--- config.mk ---
export PLATFORM = sky130hd
export DESIGN_NAME = o_sram_drain
export DESIGN_NICKNAME = d
export VERILOG_FILES = /design/src/rtl/conv_pkg.sv /design/src/rtl/o_pair_fifo.sv /design/src/rtl/o_sram_drain.sv
export SDC_FILE = /design/constraint.sdc
export NUM_CORES = 1
export LEC_CHECK = 0
export BUFFER_PORTS_ARGS = -buffer_cell sky130_fd_sc_hd__buf_2
export CAP_MARGIN = 10
export CORE_UTILIZATION = 30
export CTS_CLUSTER_SIZE = 10
export DETAILED_ROUTE_END_ITERATION = 16
export PLACE_DENSITY_LB_ADDON = 0.1
export SYNTH_ARGS = -nofsm -noshare
export SYNTH_HDL_FRONTEND = slang
export SYNTH_SLANG_ARGS = --single-unit
--- constraint.sdc ---
create_clock -name clk -period 5.9 [get_ports clk]
set_clock_uncertainty 0.2 [all_clocks]
set_input_delay 0.885 -clock clk [delete_from_list [all_inputs] [get_ports clk]]
set_output_delay 0.885 -clock clk [all_outputs]
set_load 0.005 [all_outputs]
--- src/rtl/conv_pkg.sv ---
// rtl/conv_pkg.sv - shared constants and drain FSM states for the conv output path
package conv_pkg;

    localparam int WORD_AMOUNT_O  = 6272;
    localparam int BIT_PER_WORD_O = 16;
    localparam int ADDR_W         = 13;

    typedef enum logic [1:0] {
        IDLE,
        RUN,
        FLUSH,
        DONE
    } drain_state_e;

endpackage

--- src/rtl/o_pair_fifo.sv ---
// rtl/o_pair_fifo.sv - 2-entry FIFO of {O0 word, O1 word} pairs
module o_pair_fifo #(
    parameter int W = 16
) (
    input  logic         clk,
    input  logic         rst,
    input  logic         push,
    input  logic [W-1:0] push_o0,
    input  logic [W-1:0] push_o1,
    input  logic         pop,
    output logic [W-1:0] head_o0,
    output logic [W-1:0] head_o1,
    output logic [1:0]   count
);

    logic [W-1:0] mem_o0 [2];
    logic [W-1:0] mem_o1 [2];
    logic         wr_ptr;
    logic         rd_ptr;

    // storage, pointers and occupancy; push and pop in one cycle leave count unchanged
    always_ff @(posedge clk or posedge rst) begin
        if (rst) begin
            mem_o0[0] <= '0;
            mem_o0[1] <= '0;
            mem_o1[0] <= '0;
            mem_o1[1] <= '0;
            wr_ptr    <= 1'b0;
            rd_ptr    <= 1'b0;
            count     <= 2'd0;
        end else begin
            if (push) begin
                mem_o0[wr_ptr] <= push_o0;
                mem_o1[wr_ptr] <= push_o1;
                wr_ptr         <= ~wr_ptr;
            end
            if (pop) begin
                rd_ptr <= ~rd_ptr;
            end
            case ({push, pop})
                2'b10:   count <= count + 2'd1;
                2'b01:   count <= count - 2'd1;
                default: count <= count;
            endcase
        end
    end

    assign head_o0 = mem_o0[rd_ptr];
    assign head_o1 = mem_o1[rd_ptr];

    // the issuing side owns flow control; these only catch a broken credit rule
    assert property (@(posedge clk) disable iff (rst) !(push && !pop && count == 2'd2));
    assert property (@(posedge clk) disable iff (rst) !(pop && count == 2'd0));

endmodule

--- src/rtl/o_sram_drain.sv ---
// rtl/o_sram_drain.sv - streams output banks O0/O1 as a 16-bit valid/ready beat stream
module o_sram_drain
    import conv_pkg::*;
(
    input  logic                      clk,
    input  logic                      rst,
    input  logic                      start,
    input  logic [ADDR_W-1:0]         len,
    output logic [ADDR_W-1:0]         addr_O0,
    output logic [ADDR_W-1:0]         addr_O1,
    output logic                      we_O0,
    output logic                      we_O1,
    input  logic [BIT_PER_WORD_O-1:0] dout_O0,
    input  logic [BIT_PER_WORD_O-1:0] dout_O1,
    output logic                      m_valid,
    input  logic                      m_ready,
    output logic [BIT_PER_WORD_O-1:0] m_data,
    output logic                      m_bank,
    output logic                      m_last,
    output logic                      busy,
    output logic                      done
);

    localparam logic [ADDR_W-1:0] WORDS = ADDR_W'(WORD_AMOUNT_O);
    localparam logic [ADDR_W-1:0] ONE   = ADDR_W'(1);

    drain_state_e              state_q, state_d;
    logic [ADDR_W-1:0]         rd_addr, last_addr, out_idx, addr_q;
    logic [ADDR_W-1:0]         len_eff, start_last, issue_addr;
    logic                      addr_live, data_live, phase;
    logic                      launch, issue, at_last, xfer, pop;
    logic [1:0]                fifo_count;
    logic [2:0]                occ;
    logic [BIT_PER_WORD_O-1:0] head_o0, head_o1;

    assign len_eff    = (len > WORDS) ? WORDS : len;
    assign start_last = len_eff - ONE;

    // The first read (address 0) goes out on the same edge that accepts start,
    // so address 0 is on the SRAM bus in the very next cycle.
    assign launch     = (state_q == IDLE) && start && (len != '0);
    assign issue_addr = launch ? '0 : rd_addr;
    assign at_last    = launch ? (start_last == '0) : (rd_addr == last_addr);

    // Credits: a pair is counted from address-on-bus until its beat B is accepted.
    // A slot released by this cycle's pop is reusable at once; without that the
    // 4-cycle pair lifetime would leave a bubble every other pair.
    assign occ   = 3'(fifo_count) + 3'(addr_live) + 3'(data_live);
    assign xfer  = m_valid && m_ready;
    assign pop   = xfer && phase;
    assign issue = launch ||
                   ((state_q == RUN) && ((occ < 3'd2) || ((occ == 3'd2) && pop)));

    // FSM state register
    always_ff @(posedge clk or posedge rst) begin
        if (rst) begin
            state_q <= IDLE;
        end else begin
            state_q <= state_d;
        end
    end

    // next-state logic; a single-word drain has nothing left to issue and skips RUN
    always_comb begin
        state_d = state_q;
        case (state_q)
            IDLE: begin
                if (start) begin
                    if (len == '0) begin
                        state_d = DONE;
                    end else if (start_last == '0) begin
                        state_d = FLUSH;
                    end else begin
                        state_d = RUN;
                    end
                end
            end
            RUN:     if (issue && at_last) state_d = FLUSH;
            FLUSH:   if (pop && m_last) state_d = DONE;
            DONE:    state_d = IDLE;
            default: state_d = IDLE;
        endcase
    end

    // read issue pipeline and beat sequencing
    always_ff @(posedge clk or posedge rst) begin
        if (rst) begin
            rd_addr   <= '0;
            last_addr <= '0;
            out_idx   <= '0;
            addr_q    <= '0;
            addr_live <= 1'b0;
            data_live <= 1'b0;
            phase     <= 1'b0;
        end else begin
            if (launch) begin
                last_addr <= start_last;
            end
            if (issue) begin
                addr_q  <= issue_addr;
                rd_addr <= at_last ? issue_addr : issue_addr + ONE;
            end
            addr_live <= issue;
            data_live <= addr_live;
            if (launch) begin
                out_idx <= '0;
                phase   <= 1'b0;
            end else if (xfer) begin
                phase <= ~phase;
                if (phase) begin
                    out_idx <= out_idx + ONE;
                end
            end
        end
    end

    o_pair_fifo #(
        .W(BIT_PER_WORD_O)
    ) u_fifo (
        .clk     (clk),
        .rst     (rst),
        .push    (data_live),
        .push_o0 (dout_O0),
        .push_o1 (dout_O1),
        .pop     (pop),
        .head_o0 (head_o0),
        .head_o1 (head_o1),
        .count   (fifo_count)
    );

    assign addr_O0 = addr_q;
    assign addr_O1 = addr_q;
    assign we_O0   = 1'b0;
    assign we_O1   = 1'b0;
    assign m_valid = (fifo_count != 2'd0);
    assign m_data  = m_valid ? (phase ? head_o1 : head_o0) : '0;
    assign m_bank  = m_valid && phase;
    assign m_last  = m_valid && phase && (out_idx == last_addr);
    assign busy    = (state_q == RUN) || (state_q == FLUSH);
    assign done    = (state_q == DONE);

endmodule

==> flow_summary.toml <==
[die]
num_rows = 53
die_h_um = 150
die_area_sq_um = 22600
pin_count = 98
start_util = 0.310
die_x_um = 150
core_area_sq_um = 21300

[power]
cellPowerDensity_nw_per_um2 = 501
ir_worst_vdd_uv = 169
cellLeakagePower_nw = 3.51

[synth]
synthMuxAreaShare = 0.188
yosys.area_share.adder = 0.0258
synth_edf_count = 0
synth_simple_gate_area_frac = 0.139
yosysTopAreaCellShare = 0.474
synth-async-reset-ratio = 1.00
synthFlopType = "dfrtp_1"
syn_area_sq_um = 6600
ys_ff_latch = 125
synth_top_family_by_area = "multiplexers"
avgSynthCellArea_sq_um = 11.3
synth-compound-area-share = 0.0512
synth_area_leader_cell = "dfrtp_1"
ys_types = 55
synth.yosys.warnings = 0
synthCells = 585
ys_seq_area_frac = 0.474
yosysMostFrequentCell = "dfrtp_1"
synth_area_leaders = "dfrtp_1 47%, mux2_2 11%, mux4_2 5.5%"
synth.top_cells.by_count = "125 x dfrtp_1, 64 x mux2_2, 49 x nor2_1"
synth_xor_area_frac = 0.0783

[sta]
min_period_ps = 4470
tightestPinTransition_ps = 1060
rsz0062_at_grt = "false"
drv_slew = 0
hold_viol_final = 0
slew_headroom = 0.294
clock.fmax_ghz = 0.224
holdWs_ps = 186
setup_violations = 0
fin_crit_sh = 0.758
setup_tns_ps = 0

[clock_tree]
post-cts-setup-buffers = 0
cts_tree = "done"
h-tree-depth = 4
cts_made_buffers = 17
cts_root_buf = "clkbuf_16"
clockBufferDepth = 2
cts_hold_buf = 0
cts.clk_slew.worst_paths_ps = 60
insertion_delay_ps = 420
clock_sinks = 125
cts_resized = 0

[min_path]
holdCritStartpoint = "addr_live$_DFF_PP0_"
worstHoldPathType = "flip-flop to flip-flop"

[detailed_routing]
first_pass_iters = 4
ant_nets = 0
vias = 4537
finalWirelength_um = 15300
drc_errors = 0
detail_route.wl_per_cell_um = 16.0
drtIter0Drc = 201
routed_via_density = 4.77

[setup_path]
rr_worst_depth = 8
endpoint = "rd_addr[2]$_DFFE_PP0N_"
rrSetupSlack_ps = 2730
cp_max_fo = 9
crit_required_ps = 6010
setup.worst_path.class = "input port to flip-flop"
r2r_end = "rd_addr[7]$_DFFE_PP0N_"
crit_start = "len[9]"
cp-start-kind = "input port"
cp-end-kind = "flip-flop"
r2r_start = "u_fifo.count[0]$_DFFE_PP0P_"
cp.arrival_ps = 4580

[grt]
grt_max_degree = 69
grt_pass1_wl_um = 25000
antenna_found_initial = 0
grt_overflow = 0
grt_pass1_vias = 4744
track_usage = 0.146

[job]
cap_violations = 0

[place]
placed_area_sq_um = 7270
place.detailed.hpwl_um = 10600
place.gp.congestion = 0.814
port_buffers = 95

[final_layout]
design_area_sq_um = 7850
utilization = 0.369
drive_gt1_frac = 0.330
final_nets = 725
area_growth_pct = 19.0
antenna_cells = 0

[run_status]
status = "completed"
metrics by stage:
stage	instances	worst slack, ps	total power, W
2_1_floorplan	586	1490	0.00248
3_3_place_gp	919	1090	0.00291
3_5_place_dp	919	1000	0.00295
4_1_cts	951	1440	0.00401
5_1_grt	951	1170	0.00423
6_report	951	1430	0.00394
worst min path at each step:
stage / endpoint / cells after the start
global placement: data_live$_DFF_PP0_ / 0
floorplan: data_live$_DFF_PP0_ / 0
CTS: data_live$_DFF_PP0_ / 0
global route: data_live$_DFF_PP0_ / 0
detailed placement: data_live$_DFF_PP0_ / 0
finish: data_live$_DFF_PP0_ / 0
layout make-up:
cell class,count,area [sq um]
fill,2127,13400
multi-input combinational,401,3210
sequential,125,3130
timing repair buffer,101,520
clock buffer,18,429
tap,275,344
clock inverter,14,158
inverter,17,66.3
kinds of logic (layout without fill, tap and decap cells):
group / Yosys count / count (layout)
flops: 125 / 125
xor+xnor: 59 / 59
other cells: 1 / 2
buf+inv: 60 / 150
fa+ha+maj: 13 / 13
mux: 96 / 96
compound gates: 50 / 50
simple gates: 181 / 181
placed cells by master (no fill, tap or decap), drive strengths merged, types with 12 or more instances in the layout:
cell type and instances:
inv 23, clkbuf 18, ha 12, xnor2 31
mux2 64, dfrtp 125, and2 21, mux4 16
xor2 28, mux2i 16, nand2 43, o21ai 19
buf 101, nor2 49
critical path, stage by stage:
cell and delay, ps:
buf_2 120, or3_1 460, o21bai_1 530, and2_1 260, inv_1 70, ha_1 290, or4b_1 310, o21ai_0 120
a211o_1 300, a221o_1 320, nor4_2 530, nor2_1 130, a22o_1 260
flip-flops by register name, summed over array words and instances, names as in the netlist:
| signal | cells |
|---|---|
| data_live | 1 |
| rd_addr | 13 |
| phase | 1 |
| u_fifo.count | 2 |
| last_addr | 13 |
| u_fifo.mem_o0 | 32 |
| state_q | 2 |
| u_fifo.rd_ptr | 1 |
| out_idx | 13 |
| u_fifo.mem_o1 | 32 |
| addr_live | 1 |
| u_fifo.wr_ptr | 1 |
| addr_O0 | 13 |
layer usage:
metal | GRT usage | part of all wire | vias up
li1 | - | - | 2193
met1 | 0.179 | 0.46 | 2238
met4 | 0.0561 | 0.014 | 0
met5 | 0 | 0 | -
met3 | 0.0355 | 0.034 | 15
met2 | 0.245 | 0.50 | 91
report_power, final:
part	leakage, nW	internal, W	switching [W]
Sequential	1.55	0.00119	0.000243
Combinational	1.67	0.000819	0.000645
Clock	0.279	0.000629	0.000408
(Power assumes the default switching activity.)
